File: src/rtl/load_store_unit_if.sv
// rtl/load_store_unit_if.sv - pipeline request/response and data-memory bus bundle for the load/store unit
interface load_store_unit_if;
    logic        req_valid;
    logic        req_ready;
    logic        req_we;
    logic [1:0]  req_size;
    logic        req_unsigned;
    logic [31:0] req_addr;
    logic [31:0] req_wdata;
    logic        resp_valid;
    logic [31:0] resp_rdata;
    logic        resp_fault;
    logic [31:0] mem_addr;
    logic [31:0] mem_wd;
    logic        mem_we;
    logic [31:0] mem_rd;

    modport slave (
        input  req_valid, req_we, req_size, req_unsigned, req_addr, req_wdata, mem_rd,
        output req_ready, resp_valid, resp_rdata, resp_fault, mem_addr, mem_wd, mem_we
    );

    modport master (
        output req_valid, req_we, req_size, req_unsigned, req_addr, req_wdata, mem_rd,
        input  req_ready, resp_valid, resp_rdata, resp_fault, mem_addr, mem_wd, mem_we
    );
endinterface

File: src/rtl/load_store_unit.sv
// rtl/load_store_unit.sv - single-outstanding load/store unit with sub-word read-modify-write and fault checks
module load_store_unit #(
    parameter int MEM_BYTES = 1024
) (
    input  logic              clk,
    input  logic              rst_n,
    load_store_unit_if.slave  bus
);

    typedef enum logic [2:0] {
        S_IDLE,
        S_LOAD,
        S_RMW_READ,
        S_WRITE,
        S_RESP
    } state_t;

    state_t      state, state_nxt;

    logic        req_ready_q, resp_valid_q, resp_fault_q, mem_we_q;
    logic [31:0] resp_rdata_q, mem_addr_q, mem_wd_q;
    logic        req_ready_d, resp_valid_d, resp_fault_d, mem_we_d;
    logic [31:0] resp_rdata_d, mem_addr_d, mem_wd_d;

    logic [1:0]  size_q;
    logic [1:0]  off_q;
    logic        uns_q;
    logic [15:0] wdata_q;

    logic        accept;
    logic        fault;
    logic [2:0]  nbytes;
    logic [32:0] last_byte;

    function automatic logic [31:0] load_extend(input logic [31:0] word, input logic [1:0] size,
                                                input logic [1:0] off, input logic uns);
        logic [7:0]  b;
        logic [15:0] h;
        b = word[{off, 3'b000} +: 8];
        h = word[{off[1], 4'b0000} +: 16];
        case (size)
            2'd0:    return uns ? {24'h000000, b} : {{24{b[7]}}, b};
            2'd1:    return uns ? {16'h0000, h} : {{16{h[15]}}, h};
            default: return word;
        endcase
    endfunction

    function automatic logic [31:0] store_merge(input logic [31:0] word, input logic [15:0] data,
                                                input logic [1:0] size, input logic [1:0] off);
        logic [31:0] w;
        w = word;
        if (size == 2'd0)
            w[{off, 3'b000} +: 8] = data[7:0];
        else
            w[{off[1], 4'b0000} +: 16] = data;
        return w;
    endfunction

    // Range check is done in 33 bits so an access near 2^32 cannot wrap back into range.
    always_comb begin
        case (bus.req_size)
            2'd0:    nbytes = 3'd1;
            2'd1:    nbytes = 3'd2;
            default: nbytes = 3'd4;
        endcase
        last_byte = {1'b0, bus.req_addr} + 33'(nbytes) - 33'd1;
        fault = (bus.req_size == 2'd3)
              | ((bus.req_size == 2'd1) & bus.req_addr[0])
              | ((bus.req_size == 2'd2) & (bus.req_addr[1:0] != 2'b00))
              | (last_byte > 33'(MEM_BYTES - 1));
    end

    assign accept = (state == S_IDLE) && bus.req_valid;

    always_ff @(posedge clk or negedge rst_n) begin
        if (!rst_n)
            state <= S_IDLE;
        else
            state <= state_nxt;
    end

    always_comb begin
        state_nxt = state;
        case (state)
            S_IDLE: begin
                if (accept) begin
                    if (fault)
                        state_nxt = S_RESP;
                    else if (!bus.req_we)
                        state_nxt = S_LOAD;
                    else if (bus.req_size == 2'd2)
                        state_nxt = S_WRITE;
                    else
                        state_nxt = S_RMW_READ;
                end
            end
            S_LOAD:     state_nxt = S_RESP;
            S_RMW_READ: state_nxt = S_WRITE;
            S_WRITE:    state_nxt = S_RESP;
            S_RESP:     state_nxt = S_IDLE;
            default:    state_nxt = S_IDLE;
        endcase
    end

    // Outputs are computed for the upcoming state and registered, so they line up with it.
    always_comb begin
        req_ready_d  = (state_nxt == S_IDLE);
        resp_valid_d = (state_nxt == S_RESP);
        mem_we_d     = (state_nxt == S_WRITE);
        resp_fault_d = accept && fault;
        resp_rdata_d = 32'h0;
        mem_addr_d   = mem_addr_q;
        mem_wd_d     = mem_wd_q;
        if (state == S_LOAD)
            resp_rdata_d = load_extend(bus.mem_rd, size_q, off_q, uns_q);
        if (accept && !fault) begin
            mem_addr_d = {bus.req_addr[31:2], 2'b00};
            if (bus.req_we && (bus.req_size == 2'd2))
                mem_wd_d = bus.req_wdata;
        end
        if (state == S_RMW_READ)
            mem_wd_d = store_merge(bus.mem_rd, wdata_q, size_q, off_q);
    end

    always_ff @(posedge clk or negedge rst_n) begin
        if (!rst_n) begin
            req_ready_q  <= 1'b1;
            resp_valid_q <= 1'b0;
            resp_fault_q <= 1'b0;
            resp_rdata_q <= 32'h0;
            mem_we_q     <= 1'b0;
            mem_addr_q   <= 32'h0;
            mem_wd_q     <= 32'h0;
        end else begin
            req_ready_q  <= req_ready_d;
            resp_valid_q <= resp_valid_d;
            resp_fault_q <= resp_fault_d;
            resp_rdata_q <= resp_rdata_d;
            mem_we_q     <= mem_we_d;
            mem_addr_q   <= mem_addr_d;
            mem_wd_q     <= mem_wd_d;
        end
    end

    // Request fields are held here so the pipeline may drop or change them after acceptance.
    always_ff @(posedge clk or negedge rst_n) begin
        if (!rst_n) begin
            size_q  <= 2'd0;
            off_q   <= 2'd0;
            uns_q   <= 1'b0;
            wdata_q <= 16'h0;
        end else if (accept) begin
            size_q  <= bus.req_size;
            off_q   <= bus.req_addr[1:0];
            uns_q   <= bus.req_unsigned;
            wdata_q <= bus.req_wdata[15:0];
        end
    end

    assign bus.req_ready  = req_ready_q;
    assign bus.resp_valid = resp_valid_q;
    assign bus.resp_fault = resp_fault_q;
    assign bus.resp_rdata = resp_rdata_q;
    assign bus.mem_we     = mem_we_q;
    assign bus.mem_addr   = mem_addr_q;
    assign bus.mem_wd     = mem_wd_q;

endmodule

File: src/flat_wrapper.sv
// flat-port wrapper written by rule: the top's interface ports become plain ports
module load_store_unit_flat 
#(
    parameter int MEM_BYTES = 1024
)
  (clk, rst_n, bus_req_valid, bus_req_we, bus_req_size, bus_req_unsigned, bus_req_addr, bus_req_wdata, bus_mem_rd, bus_req_ready, bus_resp_valid, bus_resp_rdata, bus_resp_fault, bus_mem_addr, bus_mem_wd, bus_mem_we);
  load_store_unit_if bus_i ();
  input  logic clk;
  input  logic rst_n;
  input wire logic [$bits(bus_i.req_valid)-1:0] bus_req_valid;
  input wire logic [$bits(bus_i.req_we)-1:0] bus_req_we;
  input wire logic [$bits(bus_i.req_size)-1:0] bus_req_size;
  input wire logic [$bits(bus_i.req_unsigned)-1:0] bus_req_unsigned;
  input wire logic [$bits(bus_i.req_addr)-1:0] bus_req_addr;
  input wire logic [$bits(bus_i.req_wdata)-1:0] bus_req_wdata;
  input wire logic [$bits(bus_i.mem_rd)-1:0] bus_mem_rd;
  output wire logic [$bits(bus_i.req_ready)-1:0] bus_req_ready;
  output wire logic [$bits(bus_i.resp_valid)-1:0] bus_resp_valid;
  output wire logic [$bits(bus_i.resp_rdata)-1:0] bus_resp_rdata;
  output wire logic [$bits(bus_i.resp_fault)-1:0] bus_resp_fault;
  output wire logic [$bits(bus_i.mem_addr)-1:0] bus_mem_addr;
  output wire logic [$bits(bus_i.mem_wd)-1:0] bus_mem_wd;
  output wire logic [$bits(bus_i.mem_we)-1:0] bus_mem_we;
  assign bus_i.req_valid = bus_req_valid;
  assign bus_i.req_we = bus_req_we;
  assign bus_i.req_size = bus_req_size;
  assign bus_i.req_unsigned = bus_req_unsigned;
  assign bus_i.req_addr = bus_req_addr;
  assign bus_i.req_wdata = bus_req_wdata;
  assign bus_i.mem_rd = bus_mem_rd;
  assign bus_req_ready = bus_i.req_ready;
  assign bus_resp_valid = bus_i.resp_valid;
  assign bus_resp_rdata = bus_i.resp_rdata;
  assign bus_resp_fault = bus_i.resp_fault;
  assign bus_mem_addr = bus_i.mem_addr;
  assign bus_mem_wd = bus_i.mem_wd;
  assign bus_mem_we = bus_i.mem_we;
  load_store_unit #(.MEM_BYTES(MEM_BYTES)) u_core (.clk(clk), .rst_n(rst_n), .bus(bus_i));
endmodule
File: config.mk
export PLATFORM = sky130hd
export DESIGN_NAME = load_store_unit_flat
export DESIGN_NICKNAME = d
export VERILOG_FILES = /design/src/rtl/load_store_unit_if.sv /design/src/rtl/load_store_unit.sv /design/src/flat_wrapper.sv
export SDC_FILE = /design/constraint.sdc
export NUM_CORES = 1
export LEC_CHECK = 0
export CAP_MARGIN = 5
export CELL_PAD_IN_SITES_DETAIL_PLACEMENT = 0
export CELL_PAD_IN_SITES_GLOBAL_PLACEMENT = 1
export CORE_UTILIZATION = 37
export CTS_BUF_LIST = sky130_fd_sc_hd__clkbuf_4 sky130_fd_sc_hd__clkbuf_8 sky130_fd_sc_hd__clkbuf_16
export CTS_CLUSTER_DIAMETER = 50
export CTS_CLUSTER_SIZE = 28
export DETAILED_ROUTE_END_ITERATION = 6
export GPL_ROUTABILITY_DRIVEN = 0
export GPL_TIMING_DRIVEN = 0
export PLACE_DENSITY = 0.92
export SLEW_MARGIN = 20
export SYNTH_ARGS = -nofsm -noshare
export SYNTH_HDL_FRONTEND = slang
export SYNTH_SLANG_ARGS = --single-unit
File: constraint.sdc
create_clock -name clk -period 2.8 [get_ports clk]
set_input_delay 0.56 -clock clk [delete_from_list [all_inputs] [get_ports clk]]
set_output_delay 0.56 -clock clk [all_outputs]
set_load 0.01 [all_outputs]
==> impl_metrics.ini, run 1 <==
[sta]
tightest_slew_ns = 1.10
hold_violations = 0
fin_crit_sh = 1.44
timing.slew.headroom = 0.263
fin_setup_tns_ns = -77.81
fin_ws_ns = -1.23
fin_crit_ns = 4.03
setup_viol = 68
finalMaxSlewViolations = 0
worst_hold_slack_ns = 0.119
rsz0062_at_grt = true
fmax_mhz = 248
skew_ns = 0.0102

[outcome]
status = complete, but fails checks
violations = setup timing

[synth]
ys_warn_count = 0
ys_types = 65
synth_seq_cells = 122
async_flop_share = 1.00
ys.flop_type = dfrtp_1
synth-edff-count = 0
yosysSeqAreaShare = 0.384
synthCells = 900
synth_area_um2 = 7960
syn_avg_cell_area_um2 = 8.84

[setup_path]
crit_path_end_kind = register
worst_path_most_repeated_cell = or4_4
critPathLaunchType = input pin
worst_ep_arrival_time_ns = 4.33
cp.required_ns = 3.10
crit_type = input pin to register
slowest_delay_ns = 0.65
cp_cell_sequence = buf_8 -> or2_4 -> ha_4 -> inv_4 -> ha_4 -> fa_2 -> a211oi_2 -> o21a_1 -> or4_4 -> a2111oi_4 -> nor3b_2 -> or4_4 -> or4_4 -> buf_12 -> o31ai_4 -> a31oi_1
cp_slowest_cell = or4_4
critPathMaxFanout = 7

[clock_network]
clk_latency_ns = 0.43
path_clk_slew_ns = 0.07
root_buffer = clkbuf_16
ctsHoldBuffers = 0
cts_buffers = 17
cts_sinks = 122
cts_tree = done
cts_max_level = 4
clock_path_buffers = 2

[grt]
grt_remaining_overflow = 0
grt_max_degree = 64
grt_usage = 0.256
antenna_found_initial = 3
grt_pass1_wl_um = 43300
grt_pass1_vias = 8089

[floorplan]
start_util = 0.378
die_area_um2 = 22100
io-pin-count = 203
core-area_um2 = 21000
rows = 53
die_w_um = 149
die_h_um = 149

[routing]
wl_um = 28500
dr.pass1.iters = 7
drt_iter0_markers = 658
ant_nets = 0
vias_per_cell = 5.90
drc = 0
wl_per_cell_um = 19.9
via_count = 8457

[layout]
multi_input_area_um2 = 5050
seq_area_um2 = 3050
layout.cells.non_filler = 1433
diodes = 0
fillers = 1819
area_growth_pct = 51.2
nNetsFinal = 1288
drive_above_1_share = 0.194
final_util = 0.572

[power]
vdd_drop_max_mv = 0.389
p_leak_nw = 5.39
p_per_area_nw_per_um2 = 442

[place]
hpwl_um = 20900
io_buffers = 200
dp_slack_ns = -2.53
dp_cells = 1377

[flow_run]
maxCapViolations = 0

[hold_path]
hold_path_class = input pin to asynchronous set/reset pin
## worst max-delay path: cells and delay by family
| family | cells | cell delay, ns |
|---|---|---|
| buf+inv | 3 | 0.35 |
| fa+ha+maj | 3 | 0.48 |
| compound gates | 5 | 1.04 |
| simple gates | 5 | 1.89 |
## report_power, final
part | switching [mW] | internal (mW)
logic | 0.777 | 0.506
registers | 0.0555 | 1.81
clock network | 0.982 | 1.19
## layout make-up
type,count,share of cell area
multi-input cells,644,0.420
flip-flops and latches,122,0.254
repair buffers,232,0.198
clock buffers,17,0.0354
plain buffers,58,0.0297
well taps,275,0.0286
inverters,70,0.0220
clock inverters,15,0.0125
## cell families after synthesis
kind of cell               count (synthesis)  synth area share
other                                      1          0.000471
adders and majority gates                 40            0.0639
DFF                                      122             0.384
xor gates and xnor gates                  13            0.0143
and+or+nand+nor                          264             0.167
AOI/OAI and AO/OA                        290             0.251
muxes                                     35            0.0506
buffers and inverters                    135            0.0684
## through the flow
| step | power (mW) | cell area [um^2] |
|---|---|---|
| after floorplan | 2.54 | 8030 |
| after global placement | 2.97 | 10400 |
| after detailed placement | 2.99 | 10400 |
| after CTS | 5.21 | 11500 |
| after global routing | 5.53 | 12000 |
| final | 5.31 | 12000 |
## synthesized netlist by cell type, types with 4 or more instances
master    count  share of area
nand3b_1      4         0.0038
mux2_2       24          0.034
clkbuf_1     51          0.024
ha_1         39          0.061
a222oi_1      7         0.0088
xor2_1        6         0.0066
and3_1       37          0.029
a211oi_1      6         0.0057
o211ai_1     10         0.0094
o21a_1        4         0.0038
a21o_1       11          0.010
nor3_1        7         0.0044
mux2_1        8          0.011
o21ai_0      36          0.023
nand2b_1      4         0.0031
buf_2         6         0.0038
a221o_1      16          0.020
o31ai_1      31          0.029
a31oi_1      37          0.029
nand2_1     105          0.050
a21oi_1      79          0.050
inv_1        70          0.033
a221oi_1     24          0.026
nor4_1        4         0.0031
dfrtp_1     121           0.38
nor2_1       34          0.016
o21bai_1      5         0.0047
or2_2         4         0.0031
xnor2_1       7         0.0077
nand4_1      44          0.035
## flip-flops by register name, indices dropped and copies added, names as in the netlist
name and count:
u_core.bus.resp_valid 1, u_core.size_q 2, u_core.wdata_q 16, u_core.bus.req_ready 1, u_core.bus.mem_addr 30, u_core.uns_q 1, u_core.bus.resp_fault 1, u_core.bus.mem_we 1
u_core.state 3, u_core.off_q 2, u_core.bus.resp_rdata 32, u_core.bus.mem_wd 32
## worst paths after layout
kind	from	to	slack, ns	cells after the start
setup / recovery	bus_req_size[0]	u_core.bus.mem_wd[9]$_DFFE_PN0P_	-1.23	16
hold / removal	rst_n	u_core.bus.resp_rdata[31]$_DFF_PN0_	0.12	1
setup reg to reg	u_core.state[2]$_DFF_PN0_	u_core.bus.mem_wd[9]$_DFFE_PN0P_	0.10	6
hold reg to reg	u_core.bus.mem_addr[16]$_DFFE_PN0P_	u_core.bus.mem_addr[16]$_DFFE_PN0P_	0.50	1
max in group asynchronous	rst_n	u_core.bus.mem_wd[17]$_DFFE_PN0P_	1.98	2
min in group clk	bus_req_addr[1]	u_core.off_q[1]$_DFFE_PN0P_	0.41	3
## what timing repair did
| item | CTS | global route |
|---|---|---|
| resized for setup | 125 | 98 |
| pin swaps | 40 | 38 |
| endpoints found under the setup margin | 77 | 88 |
| cloned | 4 | 1 |
| buffers inserted | 17 | 10 |
## cell usage in the layout (no fill, tap or decap), drive strengths merged, types with 24 or more instances in the layout
master,instances
nor2,34
inv,81
a31oi,37
o31ai,33
nand2,105
clkdlybuf4s50,180
dfrtp,121
clkbuf,59
o21ai,37
ha,39
mux2,32
buf,52
a221oi,24
a21oi,79
nand4,45
and3,37
## per-layer routing
layer  wire length, um  vias up  track usage
met2             13700      453        0.422
met3              2420       96       0.0681
met1             11100     4053        0.306
li1                  -     3853            -
met4              1250        2        0.130
met5                11        -            0
Note: power is estimated with default switching activity, not from simulation.
==> inputs of run 2 (changes only) <==
CELL_PAD_IN_SITES_DETAIL_PLACEMENT = 1   (was 0)
==> impl_metrics.ini, run 2 (same netlist as run 1, synthesis figures left out) <==
[outcome]
status = complete, but fails checks
violations = setup timing

[setup_path]
cp.required_ns = 3.08
critPathLaunchType = input pin
crit_type = input pin to register
r2r-end = u_core.bus.mem_wd[2]$_DFFE_PN0P_
worst_ep_arrival_time_ns = 4.67
ff2ff_path_depth = 6
cp_cell_sequence = buf_8 -> or2_4 -> ha_4 -> inv_2 -> ha_4 -> fa_2 -> a211oi_4 -> o21a_1 -> or4_4 -> buf_4 -> a21o_1 -> xor2_1 -> o21ai_0 -> or4_1 -> clkbuf_4 -> o31ai_2 -> a31oi_1
reg2reg_from = u_core.state[2]$_DFF_PN0_
crit_path_end_kind = register
worst_path_most_repeated_cell = ha_4
crit_family = simple AND/OR/NAND/NOR gates
critPathMaxFanout = 10
cp.buffers_inverters = 4
cp_slowest_cell = or4_1
slowest_delay_ns = 0.74
worst-r2r-setup-slack_ns = -0.27

[sta]
timing.slew.headroom = 0.260
hold_violations = 0
fin_crit_sh = 1.57
finalMaxSlewViolations = 0
fin_ws_ns = -1.58
worst_hold_slack_ns = 0.111
skew_ns = 0.0110
fmax_mhz = 228
tightest_slew_ns = 1.10
rsz0062_at_grt = true
fin_crit_ns = 4.38
setup_viol = 79

[clock_network]
cts_tree = done
root_buffer = clkbuf_16
path_clk_slew_ns = 0.07
ctsHoldBuffers = 0
cts_max_level = 4
clk_latency_ns = 0.44
clock_path_buffers = 2
cts_buffers = 17
cts_sinks = 122

[power]
p_leak_nw = 5.27
p_per_area_nw_per_um2 = 456
vdd_drop_max_mv = 0.354

[floorplan]
core-area_um2 = 21000
start_util = 0.378
io-pin-count = 203
die_w_um = 149
die_h_um = 149
rows = 53
die_area_um2 = 22100

[routing]
ant_nets = 0
vias_per_cell = 6.37
drc = 0
drt_iter0_markers = 926
wl_um = 37200
dr.pass1.iters = 7
wl_per_cell_um = 25.9
via_count = 9144

[layout]
seq_area_um2 = 3050
mostFrequentLayoutCells = clkdlybuf4s50_1, dfrtp_1, nand2_1
design_area_um2 = 11900
fillers = 2295
final_common_cell = clkdlybuf4s50_1
multi_input_area_um2 = 4940
nNetsFinal = 1290
area_growth_pct = 49.7
drive_above_1_share = 0.184

[grt]
grt_pass1_vias = 9519
grt_usage = 0.313
grt_remaining_overflow = 0
grt_pass1_wl_um = 53100
use_met3 = 0.0770
busiest_layer = met2
grt_max_degree = 64
use_met1 = 0.343
use_met2 = 0.551
antenna_found_initial = 3

[flow_run]
maxCapViolations = 0

[place]
placed_area_um2 = 10400
io_buffers = 200
hpwl_um = 23800

[hold_path]
hold_path_class = input pin to asynchronous set/reset pin
[run 2: worst max-delay path by stage]
stage                          start                             endpoint  slack, ns  cells past startpoint
finish               bus_req_size[1]     u_core.bus.mem_wd[2]$_DFFE_PN0P_      -1.58                     17
global route        bus_req_addr[17]     u_core.bus.mem_wd[2]$_DFFE_PN0P_      -1.62                     14
CTS                  bus_req_size[1]     u_core.bus.mem_wd[0]$_DFFE_PN0P_      -1.31                     17
detailed placement   bus_req_size[1]   u_core.bus.mem_addr[3]$_DFFE_PN0P_      -2.55                     17
global placement               rst_n  u_core.bus.mem_addr[24]$_DFFE_PN0P_      -3.75                      1
floorplan            bus_req_size[1]     u_core.bus.mem_wd[3]$_DFFE_PN0P_      -1.23                     16
[run 2: repair_timing]
item,CTS,global route
cloned,3,2
pin swaps,20,9
setup buffers,21,7
resized for setup,132,60
setup endpoints to repair,88,77
[run 2: power breakdown]
group	switching, mW	internal (mW)
clock network	1.03	1.18
logic	0.861	0.490
registers	0.0630	1.81
[run 2: through the flow]
stage / total power [mW] / instances / util / worst slack (ns) / setup TNS, ns
6_report: 5.43 / 1436 / 0.567 / -1.58 / -94.51
5_1_grt: 5.61 / 1435 / 0.567 / -1.62 / -100.77
4_1_cts: 5.29 / 1429 / 0.551 / -1.31 / -84.47
3_5_place_dp: 3.02 / 1377 / 0.495 / -2.55 / -168.14
3_3_place_gp: 2.97 / 1376 / 0.493 / -3.75 / -612.10
2_1_floorplan: 2.54 / 901 / - / -1.23 / -76.54
[run 2: final cells by class]
| class | instances | share of cell area |
|---|---|---|
| buffer | 59 | 0.0301 |
| clock inverter | 15 | 0.0125 |
| inverter | 70 | 0.0223 |
| tap | 275 | 0.0289 |
| multi-input combinational | 644 | 0.415 |
| timing repair buffer | 233 | 0.199 |
| clock buffer | 17 | 0.0357 |
| sequential | 122 | 0.256 |
| antenna | 1 | 0.000210 |
[run 2: routing by layer]
metal,share of wire,routed length (um)
met5,0.00043,16
met4,0.062,2320
met2,0.49,18300
met1,0.36,13200
met3,0.089,3290
==> inputs of run 3 (changes only) <==
--- a/config.mk
+++ b/config.mk
@@ -17,3 +17,3 @@
 export GPL_TIMING_DRIVEN = 0
-export PLACE_DENSITY = 0.92
+export PLACE_DENSITY_LB_ADDON = 0.1
 export SLEW_MARGIN = 20
==> constraint.sdc (replaced) <==
create_clock -name clk -period 2.8 [get_ports clk]
set_input_delay 0.28 -clock clk [delete_from_list [all_inputs] [get_ports clk]]
set_output_delay 0.28 -clock clk [all_outputs]
set_load 0.01 [all_outputs]
==> impl_metrics.ini, run 3 (same netlist as run 1, synthesis figures left out) <==
[outcome]
status = complete, but fails checks
violations = DRC, setup timing

[layout]
layout.cells.non_filler = 1435
drive_above_1_share = 0.195
final_common_cell = clkdlybuf4s50_1
area_growth_pct = 53.3
nNetsFinal = 1289
mostFrequentLayoutCells = clkdlybuf4s50_1, dfrtp_1, nand2_1
design_area_um2 = 12200

[setup_path]
ff2ff_path_depth = 7
crit_type = input pin to register
reg2reg_from = u_core.size_q[1]$_DFFE_PN0P_
r2r-end = u_core.bus.mem_wd[23]$_DFFE_PN0P_
worst-r2r-setup-slack_ns = 0.12
critPathMaxFanout = 8
crit_path_end_kind = register
worst_ep_arrival_time_ns = 4.12
critPathLaunchType = input pin
cp.required_ns = 3.10

[clock_network]
clk_latency_ns = 0.44
cts_sinks = 122
root_buffer = clkbuf_16
cts_tree = done
clock_path_buffers = 2
cts_buffers = 17
cts_max_level = 4
path_clk_slew_ns = 0.07

[power]
p_leak_nw = 5.41
p_int_mw = 3.74
power_mw = 5.57
vdd_drop_max_mv = 0.410
p_per_area_nw_per_um2 = 457
p_clk_frac = 0.427
p_sw_mw = 1.83
comb_power_share = 0.238
switching_share = 0.328
p_seq_frac = 0.336

[routing]
vias_per_cell = 5.97
drc = 2
ant_nets = 0
via_count = 8573
drt_iter0_markers = 511
dr.pass1.iters = 7
wl_per_cell_um = 22.1
wl_um = 31700

[floorplan]
rows = 53
start_util = 0.378
die_area_um2 = 22100
io-pin-count = 203
die_w_um = 149
core-area_um2 = 21000
die_h_um = 149

[sta]
skew_ns = 0.0114
fin_crit_sh = 1.37
rsz0062_at_grt = true
fin_ws_ns = -1.03
fmax_mhz = 261
timing.slew.headroom = 0.404
fin_crit_ns = 3.83
hold_violations = 0
tightest_slew_ns = 0.887
setup_viol = 68
finalMaxSlewViolations = 0

[place]
hpwl_um = 22600
io_buffers = 200
placed_area_um2 = 10400
dp_cells = 1377

[grt]
grt_pass1_vias = 8875
grt_pass1_wl_um = 48900
grt_max_degree = 67
grt_remaining_overflow = 0
antenna_found_initial = 0
grt_usage = 0.288

[hold_path]
worstHoldPathCells = 3
hold_end = u_core.size_q[0]$_DFFE_PN0P_
min_from = bus_req_size[0]
hold_path_class = input pin to register

[flow_run]
maxCapViolations = 0
-- run 3: changes by cell type in the layout (fill, tap and decap cells not counted), moves of 3 or more --
cell / before / now
bufinv_16: 0 / 3
clkbuf_1: 34 / 30
clkbuf_2: 5 / 10
clkdlybuf4s50_1: 188 / 181
dlymetal6s2s_1: 0 / 9
ha_4: 8 / 11
o31ai_1: 5 / 1
o31ai_2: 12 / 3
o31ai_4: 16 / 29
-- run 3: timing repair --
| action | in CTS | in global routing |
|---|---|---|
| gates cloned | 3 | 1 |
| endpoints found under the setup margin | 68 | 68 |
| hold buffers | 1 | 0 |
| setup buffers | 21 | 9 |
| resized for setup | 154 | 76 |
| pin swaps | 43 | 32 |
| hold endpoints to repair | 55 | 0 |
-- run 3: layout make-up --
| cell class | count | area (um^2) |
|---|---|---|
| fill | 2321 | 8830 |
| tap | 275 | 344 |
| timing repair buffer | 235 | 2400 |
| clock inverter | 14 | 184 |
| multi-input combinational | 644 | 5170 |
| inverter | 70 | 263 |
| buffer | 56 | 339 |
| clock buffer | 18 | 433 |
| sequential | 122 | 3050 |
| antenna | 1 | 2.50 |
-- run 3: power by group through the flow --
stage	clock [mW]	combinational (mW)	sequential (mW)
2_1_floorplan	0	0.669	1.87
3_3_place_gp	0	1.10	1.90
3_5_place_dp	0	1.12	1.90
4_1_cts	2.39	1.22	1.86
5_1_grt	2.46	1.44	1.87
6_report	2.38	1.32	1.87
-- run 3: critical path: stages --
cell       delay [ns]
buf_8            0.11
or2_4            0.25
ha_4             0.15
inv_2            0.05
ha_4             0.13
fa_2             0.22
a211oi_4         0.07
o21a_1           0.19
or4_4            0.55
a2111oi_4        0.44
nor3b_2          0.09
or4_4            0.46
or4_4            0.45
buf_12           0.18
buf_12           0.15
o31ai_4          0.23
a31oi_1          0.12
-- run 3: how the worst max path moves through the flow --
stage	depth (start not counted)	endpoint	slack [ns]	startpoint
after global routing	16	u_core.bus.mem_addr[14]$_DFFE_PN0P_	-1.13	bus_req_addr[18]
after CTS	19	u_core.bus.mem_addr[30]$_DFFE_PN0P_	-1.02	bus_req_size[1]
after floorplan	16	u_core.bus.mem_wd[3]$_DFFE_PN0P_	-0.95	bus_req_size[1]
final	17	u_core.bus.mem_wd[14]$_DFFE_PN0P_	-1.03	bus_req_size[0]
after detailed placement	17	u_core.bus.mem_addr[30]$_DFFE_PN0P_	-2.16	bus_req_size[1]
after global placement	1	u_core.bus.mem_addr[24]$_DFFE_PN0P_	-3.53	rst_n
-- run 3: stage by stage --
stage	setup WS, ns	hold WS [ns]	TNS (ns)	util
detailed placement	-2.16	0.245	-128.86	0.495
finish	-1.03	0.0610	-62.29	0.580
global route	-1.13	0.0840	-70.61	0.580
CTS	-1.02	0.0625	-64.60	0.564
floorplan	-0.954	-0.0156	-57.50	-
global placement	-3.53	0.477	-554.27	0.493
-- run 3: metal layers --
layer  share of wire  up-vias  track usage  wire, um
met1            0.39     4311        0.338     12400
met2            0.52      323        0.518     16500
met5               0        -            0         0
met4           0.034        0        0.121      1090
li1                -     3862            -         -
met3           0.052       77       0.0448      1630
